===== src/rtl/cache_mem_bridge.sv =====
// Bridge between the cache controller miss path and the DDR request/response FIFO.
// Sequences line fills, write-backs and dirty-victim write-back-then-fill with a read timeout.
module cache_mem_bridge #(
  parameter int LINE_SIZE  = 128,
  parameter int ADDR_LEN   = 27,
  parameter int OFFSET_LEN = 4,
  parameter int TIMEOUT    = 1024
) (
  input  logic                 clk,
  input  logic                 rstn,
  input  logic                 creq_valid,
  output logic                 creq_ready,
  input  logic [1:0]           creq_op,
  input  logic [ADDR_LEN-1:0]  creq_addr,
  input  logic [ADDR_LEN-1:0]  creq_wb_addr,
  input  logic [LINE_SIZE-1:0] creq_wdata,
  output logic                 cresp_valid,
  output logic [LINE_SIZE-1:0] cresp_rdata,
  output logic                 cresp_err,
  output logic                 mreq_en,
  input  logic                 mreq_rdy,
  output logic                 mreq_cmd,
  output logic [ADDR_LEN-1:0]  mreq_addr,
  output logic [LINE_SIZE-1:0] mreq_data,
  input  logic                 mrsp_en,
  input  logic [LINE_SIZE-1:0] mrsp_data,
  output logic                 mrsp_rdy
);

  localparam int CNT_W = $clog2(TIMEOUT);
  localparam logic [CNT_W-1:0]    CNT_LAST  = CNT_W'(TIMEOUT - 1);
  localparam logic [ADDR_LEN-1:0] LINE_MASK = ~ADDR_LEN'((1 << OFFSET_LEN) - 1);

  localparam logic [2:0] S_IDLE    = 3'd0;
  localparam logic [2:0] S_WR_REQ  = 3'd1;
  localparam logic [2:0] S_RD_REQ  = 3'd2;
  localparam logic [2:0] S_RD_WAIT = 3'd3;
  localparam logic [2:0] S_RESP    = 3'd4;

  localparam logic [1:0] OP_FILL = 2'b00;
  localparam logic [1:0] OP_WB   = 2'b01;
  localparam logic [1:0] OP_WBF  = 2'b10;

  logic [2:0]           state_q, state_d;
  logic [1:0]           op_q, op_d;
  logic [ADDR_LEN-1:0]  addr_q, addr_d;
  logic [CNT_W-1:0]     cnt_q, cnt_d;
  logic                 mreq_cmd_q, mreq_cmd_d;
  logic [ADDR_LEN-1:0]  mreq_addr_q, mreq_addr_d;
  logic [LINE_SIZE-1:0] mreq_data_q, mreq_data_d;
  logic [LINE_SIZE-1:0] cresp_rdata_q, cresp_rdata_d;
  logic                 cresp_err_q, cresp_err_d;

  // Handshake strobes decode straight from the state flop: no path from mreq_rdy to mreq_en.
  assign creq_ready  = (state_q == S_IDLE);
  assign mreq_en     = (state_q == S_WR_REQ) || (state_q == S_RD_REQ);
  assign mrsp_rdy    = (state_q == S_RD_WAIT);
  assign cresp_valid = (state_q == S_RESP);
  assign mreq_cmd    = mreq_cmd_q;
  assign mreq_addr   = mreq_addr_q;
  assign mreq_data   = mreq_data_q;
  assign cresp_rdata = cresp_rdata_q;
  assign cresp_err   = cresp_err_q;

  always_comb begin
    state_d       = state_q;
    op_d          = op_q;
    addr_d        = addr_q;
    cnt_d         = cnt_q;
    mreq_cmd_d    = mreq_cmd_q;
    mreq_addr_d   = mreq_addr_q;
    mreq_data_d   = mreq_data_q;
    cresp_rdata_d = cresp_rdata_q;
    cresp_err_d   = 1'b0;

    case (state_q)
      S_IDLE: begin
        if (creq_valid) begin
          op_d          = creq_op;
          addr_d        = creq_addr & LINE_MASK;
          cresp_rdata_d = '0;
          // The first memory beat is loaded straight from the request inputs.
          case (creq_op)
            OP_WB, OP_WBF: begin
              state_d     = S_WR_REQ;
              mreq_cmd_d  = 1'b1;
              mreq_addr_d = creq_wb_addr & LINE_MASK;
              mreq_data_d = creq_wdata;
            end
            OP_FILL: begin
              state_d     = S_RD_REQ;
              mreq_cmd_d  = 1'b0;
              mreq_addr_d = creq_addr & LINE_MASK;
              mreq_data_d = '0;
            end
            default: begin
              state_d     = S_RESP;
              cresp_err_d = 1'b1;
            end
          endcase
        end
      end

      S_WR_REQ: begin
        if (mreq_rdy) begin
          mreq_cmd_d  = 1'b0;
          mreq_data_d = '0;
          if (op_q == OP_WBF) begin
            state_d     = S_RD_REQ;
            mreq_addr_d = addr_q;
          end else begin
            state_d     = S_RESP;
            mreq_addr_d = '0;
          end
        end
      end

      S_RD_REQ: begin
        if (mreq_rdy) begin
          state_d     = S_RD_WAIT;
          cnt_d       = '0;
          mreq_cmd_d  = 1'b0;
          mreq_addr_d = '0;
          mreq_data_d = '0;
        end
      end

      S_RD_WAIT: begin
        // Data arriving on the terminal count cycle still wins over the timeout.
        if (mrsp_en) begin
          state_d       = S_RESP;
          cresp_rdata_d = mrsp_data;
        end else if (cnt_q == CNT_LAST) begin
          state_d     = S_RESP;
          cresp_err_d = 1'b1;
        end else begin
          cnt_d = cnt_q + 1'b1;
        end
      end

      S_RESP: begin
        state_d = S_IDLE;
      end

      default: begin
        state_d = S_IDLE;
      end
    endcase
  end

  always_ff @(posedge clk) begin
    if (!rstn) begin
      state_q       <= S_IDLE;
      op_q          <= '0;
      addr_q        <= '0;
      cnt_q         <= '0;
      mreq_cmd_q    <= 1'b0;
      mreq_addr_q   <= '0;
      mreq_data_q   <= '0;
      cresp_rdata_q <= '0;
      cresp_err_q   <= 1'b0;
    end else begin
      state_q       <= state_d;
      op_q          <= op_d;
      addr_q        <= addr_d;
      cnt_q         <= cnt_d;
      mreq_cmd_q    <= mreq_cmd_d;
      mreq_addr_q   <= mreq_addr_d;
      mreq_data_q   <= mreq_data_d;
      cresp_rdata_q <= cresp_rdata_d;
      cresp_err_q   <= cresp_err_d;
    end
  end

endmodule

===== config.mk =====
export PLATFORM = sky130hd
export DESIGN_NAME = cache_mem_bridge
export DESIGN_NICKNAME = d
export VERILOG_FILES = /design/src/rtl/cache_mem_bridge.sv
export SDC_FILE = /design/constraint.sdc
export NUM_CORES = 1
export LEC_CHECK = 0
export CORE_AREA = 2 2 233 235
export CTS_CLUSTER_SIZE = 16
export DETAILED_ROUTE_END_ITERATION = 8
export DIE_AREA = 0 0 235 237
export HOLD_SLACK_MARGIN = 0.02
export SETUP_SLACK_MARGIN = 0.1
export SLEW_MARGIN = 20
export SYNTH_ARGS = -nofsm -noshare
export SYNTH_HDL_FRONTEND = slang
export SYNTH_SLANG_ARGS = --single-unit

===== constraint.sdc =====
create_clock -name clk -period 5 [get_ports clk]
set_clock_uncertainty 0.05 [all_clocks]
set_input_delay 0.5 -clock clk [delete_from_list [all_inputs] [get_ports clk]]
set_output_delay 0.5 -clock clk [all_outputs]
set_load 0.05 [all_outputs]

# Word level (Yosys, flattened, before mapping)
# Cells that the tools add are included.
# totals
register_bits	323
out_inout_bits	289
wordCells	77
# classes
addsub	1
eq_ne	17
muxes	34
n_reduce_logical	16
# op_table
op	count
128-bit case mux with 2 select lines	3
128-bit two-way mux	4
27-bit two-way mux	4
27-bit case mux with 3 select lines	1
27-bit case mux with 2 select lines	1
10-bit two-way mux	3
10-bit case mux with 2 select lines	1
3-bit two-way mux	6
2-bit != test (second input constant)	6
3-bit case mux with 4 select lines	1
4-bit AND reduction	3
10-bit by 1-bit adder with 10-bit output (second input constant)	1
10-bit == test (second input constant)	1
3-bit by 2-bit == test with 1-bit output (second input constant)	2
1-bit two-way mux	6
1-bit case mux with 2 select lines	3
3-bit case mux with 2 select lines	1
2-bit nonzero test	3
5-bit AND reduction	1
2-bit == test (second input constant)	2
2-bit OR reduction	2
3-bit by 1-bit == test with 1-bit output (second input constant)	1
3-bit == test (second input constant)	1
3-bit logical NOT	1
10 further kinds	10

# Logic depth before layout (Yosys ltp)
# Gate-level depths: netlist of run 1.
# depth
word_depth	5
depth_mapped	9
mapped_depth_nobuf	6

# Worst setup path after synthesis of run 1
# Ideal clock, no wire load.
# synth_path
path_kind	register to register
from	register state_q[2]
to	register mreq_data_q[61] (netlist: mreq_data[61])
t_arrival_ns	2.274
setup_slack_ns	2.616
stages_incl_launch_ff	8
path_buffers	3
path_cell_list	dfxtp_1 -> buf_2 -> nor3_2 -> nand2_1 -> nor4_2 -> buf_2 -> buf_2 -> a22o_1
# synth_between
elab_cells_between_ends	10
# synth_lines
item	line	text
from (decl)	44	logic [2:0] state_q, state_d;
from (signal assigned)	163	state_q <= state_d;
3-bit logical NOT *	-	
net creq_ready	12	output logic creq_ready,
3-bit by 1-bit != test with 1-bit output (no source line), or another cell as far along	-	
4-bit AND reduction (no source line)	-	
to (signal assigned)	169	mreq_data_q <= mreq_data_d;
to (decl)	50	logic [LINE_SIZE-1:0] mreq_data_q, mreq_data_d;
# Mark *: on every way through the listed nets, which the timed path passes. The rest lies on a longest branch.
# A chain may end at the register's enable or synchronous reset.

# Worst setup path in the final report of run 1
# layout_path
from	register state_q[0]
to	output port mreq_en
# layout_between
elab_chain_cells	2
elab_cells_between_ends	3
# layout_rtl
item	line	text
3-bit by 1-bit == test with 1-bit output or 3-bit by 2-bit == test with 1-bit output (tied branches)	56	assign mreq_en = (state_q == S_WR_REQ) || (state_q == S_RD_REQ);
1-bit logical OR *	56	
to (decl)	20	output logic mreq_en,
# Mark *: on every way between the ends. The rest lies on a longest branch, timed or not.

==> results of run 1 <==
==> cell usage after synthesis (3+ instances only) <==
| master | n | share of area (%) |
|---|---|---|
| mux2i_1 | 25 | 2.1 |
| a2bb2oi_1 | 3 | 0.22 |
| nand3_1 | 142 | 6.0 |
| a211oi_1 | 4 | 0.25 |
| a22o_1 | 128 | 9.5 |
| a21o_1 | 3 | 0.19 |
| o21a_1 | 3 | 0.19 |
| a21oi_1 | 184 | 7.8 |
| clkbuf_1 | 43 | 1.4 |
| o211ai_1 | 3 | 0.19 |
| buf_4 | 21 | 1.3 |
| dfxtp_1 | 319 | 54 |
| buf_1 | 5 | 0.16 |
| ha_1 | 4 | 0.42 |
| buf_6 | 3 | 0.29 |
| buf_2 | 49 | 2.1 |
| a211oi_2 | 20 | 2.1 |
| nor4_1 | 4 | 0.21 |
| nand2_1 | 189 | 6.0 |
| nor3_1 | 4 | 0.17 |
| inv_1 | 5 | 0.16 |
| nor2_1 | 5 | 0.16 |
| a2bb2oi_2 | 20 | 2.5 |
==> sequential cells by signal, indices dropped and copies added, names as in the netlist <==
name         cells
addr_q          23
cnt_q           10
cresp_err        1
cresp_rdata    128
mreq_addr       23
mreq_cmd         1
mreq_data      128
op_q             2
state_q          3
==> through the flow <==
stage / hold WS [ps] / instance area [um2] / cells / util (%)
2_1_floorplan: 382 / 11800 / 1223 / -
3_3_place_gp: 382 / 18200 / 2407 / 34.2
3_5_place_dp: 392 / 18200 / 2407 / 34.2
4_1_cts: 400 / 19600 / 2475 / 36.7
5_1_grt: 419 / 19600 / 2478 / 36.8
6_report: 399 / 19600 / 2483 / 36.8
==> area by class of cell <==
| cell class | instances | share of cell area [%] |
|---|---|---|
| diodes | 8 | 0.102 |
| clock buffers | 52 | 5.85 |
| clock inverters | 16 | 1.05 |
| inverters | 6 | 0.153 |
| multi-input cells | 777 | 24.7 |
| flip-flops and latches | 319 | 32.6 |
| well taps | 696 | 4.44 |
| repair buffers | 609 | 31.1 |
==> per-layer routing <==
| layer | routed length, um | GRT usage (%) | share of wire [%] |
|---|---|---|---|
| met2 | 22900 | 27.0 | 48 |
| met4 | 1540 | 6.90 | 3.3 |
| met5 | 66 | 0 | 0.14 |
| met1 | 18200 | 17.9 | 38 |
| met3 | 4560 | 6.88 | 9.7 |
==> power groups by stage <==
| stage | Clock, mW | Sequential, mW | Combinational, mW |
|---|---|---|---|
| 5_1_grt | 3.16 | 2.98 | 2.85 |
| 4_1_cts | 3.07 | 2.95 | 2.73 |
| 3_5_place_dp | 0 | 3.00 | 2.72 |
| 3_3_place_gp | 0 | 3.00 | 2.69 |
| 6_report | 2.97 | 2.95 | 2.71 |
| 2_1_floorplan | 0 | 3.70 | 1.06 |
==> cells by family after synthesis <==
logic type	after synthesis	share of synthesized area, %
other cells	1	0.0318
xor+xnor	1	0.0742
compound gates	382	24.0
flops	319	54.1
buf+inv	127	5.42
fa+ha+maj	4	0.424
simple gates	361	13.9
mux	25	2.12
==> worst min-delay path, delay by kind of cell (launching register included) <==
| kind | cells | cell delay, ps |
|---|---|---|
| compound gates | 1 | 50 |
| flops | 1 | 310 |
| simple gates | 1 | 50 |
==> worst paths after layout <==
path | endpoint | cells past startpoint
worst max-delay path | mreq_en | 4
worst max register to register | mreq_addr[26] | 6
worst min register to register | cresp_rdata[42] | 2
worst min-delay path | cresp_rdata[42] | 2
==> placed cells by master, fill, tap and decap left out, drive strengths merged, types with 5 or more instances in the layout <==
cell / synthesis / layout
clkdlybuf4s50: 0 / 593
dfxtp: 319 / 319
nand2: 189 / 189
a21oi: 185 / 185
nand3: 142 / 142
a22o: 128 / 128
clkbuf: 43 / 52
mux2i: 25 / 25
a211oi: 24 / 24
a2bb2oi: 23 / 23
buf: 78 / 16
clkinv: 0 / 9
diode: 0 / 8
inv: 6 / 8
nor2: 5 / 5
nor4: 5 / 5
nor3: 5 / 5
==> flow_metrics.env, run 1 <==
export IMPL_critical_path_top_delay_family="buffers and inverters"
export IMPL_crit_type="reg2out"
export IMPL_port_buffers=593
export IMPL_die_h_um=237
export IMPL_fp_dieW_um=235
export IMPL_pwr_share_seq_pct=34.2
export IMPL_row_count=85
export IMPL_post_cts_resized=0
export IMPL_finalWirelength_um=47200
export IMPL_core_um2=53300
export IMPL_cap_violations=0
export IMPL_leakagePower_nw=6.80
export IMPL_async_reset_ff_share_pct=0
export IMPL_clock_sinks=319
export IMPL_p_int_mw=5.59
export IMPL_antenna_found_initial=13
export IMPL_synth_area_um2=11800
export IMPL_vias=11371
export IMPL_critPathMaxFanout=24
export IMPL_yosys_warnings=0
export IMPL_io_pins=606
export IMPL_switching_share_pct=35.2
export IMPL_grtUsageTotal_pct=16.1
export IMPL_r2r_start="state_q[0]"
export IMPL_synth_distinct_cells=50
export IMPL_cts_root_buf="clkbuf_16"
export IMPL_route_detailed_drc=0
export IMPL_rsz0062_at_grt="false"
export IMPL_cp_end_kind="output port"
export IMPL_areaGrowthSynthToFinish_pct=66.1
export IMPL_grt_overflow_total=0
export IMPL_synth_edf_count=0
export IMPL_status="finished, final reports clean"
export IMPL_ant_nets=0
export IMPL_avgSynthCellArea_um2=9.67
export IMPL_p_per_area_nw_per_um2=440
export IMPL_reg2reg_slack_ps=2010
export IMPL_slew_violations=0
export IMPL_setup_viol=0
export IMPL_num_fill_cells=5299
export IMPL_drive_gt1_share_pct=7.64
export IMPL_total_power_mw=8.63
export IMPL_vias_per_cell=4.58
export IMPL_ys_seq_elements=319
export IMPL_syn_inst=1220
export IMPL_combPwrFrac_pct=31.4
export IMPL_dp_slack_ps=1420
export IMPL_p_clk_share_pct=34.4
export IMPL_setup_slack_ps=1500
export IMPL_drt_iter0_drc=436
export IMPL_htree_num_levels=2
export IMPL_clock_path_buffers=3
export IMPL_startpoint="state_q[0]"
export IMPL_multi_input_area_um2=4840
export IMPL_hold_buffers=0
export IMPL_post_drt_wl_per_cell_um=19.0
export IMPL_finalCriticalPeriod_ps=3500
export IMPL_switchingPower_mw=3.04
export IMPL_ys_dominant_reg_cell="dfxtp_1"
export IMPL_grt_max_degree=130
export IMPL_clk_pin_slew_ps=60
export IMPL_worst_path_max_delay_cell="clkdlybuf4s50_1"
export IMPL_cts_buffers=39
export IMPL_holdCritPathClass="reg2reg"
export IMPL_worst_pin_slew_ps=1030
export IMPL_grt_pass1_wl_um=70400
export IMPL_post_route_period_util_pct=70.0
export IMPL_max_slew_margin_rel_pct=31.3
export IMPL_firstDrtPassIters=4
export IMPL_gp_congestion=0.806
export IMPL_post_cts_setup_buffers=0
export IMPL_cp_cell_sequence="xor2_1 -> and2_1 -> buf_4 -> clkdlybuf4s50_1"
export IMPL_fin_nets=2073
export IMPL_critPathMaxStageDelay_ps=890
export IMPL_insertion_delay_ps=540
export IMPL_start_util_pct=22.2
export IMPL_max_freq_ghz=0.286
export IMPL_seq_area_um2=6390
export IMPL_ys_seq_area_share_pct=54.1
export IMPL_start_kind="register"
export IMPL_cp_required_ps=4450
export IMPL_grt_pass1_vias=11269
export IMPL_cp_arrival_ps=2950
export IMPL_hold_start="cresp_rdata[42]"
export IMPL_tns_ps=0
export IMPL_hpwl_um=33500
export IMPL_finalHoldViolCount=0
export IMPL_ir_drop_mv=0.235
export IMPL_cts_tree="yes"
export IMPL_path_buf_inv=2
export IMPL_die_area_um2=55700
Note: power is estimated with default switching activity, not from simulation.
==> inputs of run 2 (changes only) <==
--- a/config.mk
+++ b/config.mk
@@ -5,10 +5,10 @@
 export SDC_FILE = /design/constraint.sdc
 export NUM_CORES = 1
 export LEC_CHECK = 0
-export CORE_AREA = 2 2 233 235
+export CORE_AREA = 2 2 234 236
 export CTS_CLUSTER_SIZE = 16
 export DETAILED_ROUTE_END_ITERATION = 8
-export DIE_AREA = 0 0 235 237
+export DIE_AREA = 0 0 236 238
 export HOLD_SLACK_MARGIN = 0.02
 export SETUP_SLACK_MARGIN = 0.1
 export SLEW_MARGIN = 20
==> constraint.sdc (replaced) <==
create_clock -name clk -period 3.3 [get_ports clk]
set_clock_uncertainty 0.05 [all_clocks]
set_input_delay 0.33 -clock clk [delete_from_list [all_inputs] [get_ports clk]]
set_output_delay 0.33 -clock clk [all_outputs]
set_load 0.05 [all_outputs]
==> run 2 against run 1 <==
Net effect: first-iteration DRC count grew 33%; clock-buffer cell count grew 6; cell count grew 0.44%; hold slack lost 98 ps; clock power grew 48%; worst setup slack lost 1200 ps; sequential power grew 52%; die area grew 0.85%; critical path depth shrank 1; highest routed layer unchanged; register-to-register slack lost 1300 ps; critical endpoint is now mrsp_rdy.
==> flow_metrics.env, run 2 (synthesized netlist as in run 1, its figures left out) <==
export IMPL_place_inst=2416
export IMPL_clock_path_buffers=3
export IMPL_drt_iter0_drc=582
export IMPL_antenna_found_initial=10
export IMPL_holdCritPathClass="in2reg"
export IMPL_vias_per_cell=4.59
export IMPL_rsz0062_at_grt="false"
export IMPL_post_cts_setup_buffers=0
export IMPL_tns_ps=0
export IMPL_p_per_area_nw_per_um2=665
export IMPL_final_util_pct=36.8
export IMPL_cts_root_buf="clkbuf_16"
export IMPL_max_slew_margin_rel_pct=22.8
export IMPL_final_cell_mix="clkdlybuf4s50_1 (592), dfxtp_1 (319), nand2_1 (189)"
export IMPL_io_pins=606
export IMPL_ant_nets=0
export IMPL_slew_violations=0
export IMPL_switchingPower_mw=4.62
export IMPL_firstDrtPassIters=5
export IMPL_final_cell_count_no_fill=2494
export IMPL_finalWirelength_um=47500
export IMPL_post_route_period_util_pct=89.9
export IMPL_clk_pin_slew_ps=60
export IMPL_core_um2=53500
export IMPL_insertion_delay_ps=540
export IMPL_cp_required_ps=2920
export IMPL_start_util_pct=22.1
export IMPL_grt_max_degree=171
export IMPL_die_area_um2=56200
export IMPL_grt_pass1_vias=11527
export IMPL_drive_gt1_share_pct=7.93
export IMPL_port_buffers=593
export IMPL_cts_tree="yes"
export IMPL_crit_type="reg2out"
export IMPL_gp_congestion=0.803
export IMPL_cp_arrival_ps=2590
export IMPL_ir_drop_mv=0.329
export IMPL_p_int_mw=8.45
export IMPL_cp_end_kind="output port"
export IMPL_setup_viol=0
export IMPL_critPathMaxFanout=14
export IMPL_hold_buffers=0
export IMPL_vias=11449
export IMPL_post_cts_resized=0
export IMPL_grtUsageTotal_pct=16.1
export IMPL_grt_overflow_total=0
export IMPL_areaGrowthSynthToFinish_pct=66.7
export IMPL_row_count=85
export IMPL_finalCriticalPeriod_ps=2970
export IMPL_cap_violations=0
export IMPL_route_detailed_drc=0
export IMPL_worst_pin_slew_ps=1160
export IMPL_htree_num_levels=2
export IMPL_pwr_share_seq_pct=34.2
export IMPL_post_drt_wl_per_cell_um=19.1
export IMPL_leakagePower_nw=6.82
export IMPL_total_power_mw=13.1
export IMPL_layout_commonest_cell="clkdlybuf4s50_1"
export IMPL_p_clk_share_pct=33.7
export IMPL_die_h_um=238
export IMPL_max_freq_ghz=0.337
export IMPL_rr_worst_depth=7
export IMPL_status="finished, final reports clean"
export IMPL_finalHoldViolCount=0
export IMPL_clock_sinks=319
export IMPL_hpwl_um=33800
export IMPL_combPwrFrac_pct=32.1
export IMPL_fin_nets=2082
export IMPL_switching_share_pct=35.4
export IMPL_fp_dieW_um=236
export IMPL_grt_pass1_wl_um=70300
export IMPL_cts_buffers=39
export IMPL_hold_depth=3
export IMPL_start_kind="register"
run 2: cell types whose count changed in the layout (fill, tap and decap cells not counted), moves of 2 or more:
cell        before  now
buf_4           12   19
clkbuf_1         3    9
clkinv_2         8    3
buf_12           4    7
clkinvlp_4       1    3
inv_6            2    4
run 2: cell type report:
class / instances / area (um2)
fill: 5292 / 33800
sequential: 319 / 6390
timing repair buffer: 618 / 6210
multi-input combinational: 777 / 4840
clock buffer: 58 / 1160
tap: 696 / 871
clock inverter: 13 / 170
inverter: 6 / 30.0
antenna: 7 / 17.5
run 2: through the flow:
step / hold WS, ps / area [um2] / worst slack (ps)
CTS: 261 / 19700 / 294
floorplan: 382 / 11800 / 916
detailed placement: 389 / 18300 / 529
global placement: 386 / 18300 / 565
finish: 301 / 19700 / 332
global route: 289 / 19700 / 180
run 2: power by group through the flow:
stage,Clock (mW),Combinational (mW),Sequential [mW]
after CTS,4.58,4.23,4.47
after global placement,0,4.17,4.54
after floorplan,0,1.61,5.61
final,4.41,4.19,4.47
after global routing,4.72,4.40,4.51
after detailed placement,0,4.21,4.55
run 2: worst paths after layout:
| path | from | to | slack, ps |
|---|---|---|---|
| worst max-delay path | state_q[0] | mrsp_rdy | 330 |
| worst min-delay path | mrsp_data[101] | cresp_rdata[101] | 300 |
| worst max register to register | state_q[2] | cresp_rdata[0] | 750 |
| worst min register to register | cresp_rdata[112] | cresp_rdata[112] | 400 |
run 2: metal layers:
layer	share of wire (%)	track usage [%]	wire (um)	vias up
li1	-	-	-	5472
met1	38	17.7	18100	5405
met2	48	26.8	22700	458
met3	9.5	6.19	4490	108
met4	4.8	8.49	2280	6
met5	0.065	0	31	-
run 2: worst max-delay path: stages, from the launching register on:
cell and delay (ps):
dfxtp_1 650, nand3_1 350, inv_4 190, clkdlybuf4s50_1 850
==> inputs of run 3 (changes only) <==
--- a/config.mk
+++ b/config.mk
@@ -11,7 +11,7 @@
 export DIE_AREA = 0 0 236 238
 export HOLD_SLACK_MARGIN = 0.02
 export SETUP_SLACK_MARGIN = 0.1
-export SLEW_MARGIN = 20
+export SLEW_MARGIN = 10
 export SYNTH_ARGS = -nofsm -noshare
 export SYNTH_HDL_FRONTEND = slang
 export SYNTH_SLANG_ARGS = --single-unit
==> results of run 3 <==
The final DEF is identical to that of run 2; final timing and power are the same.
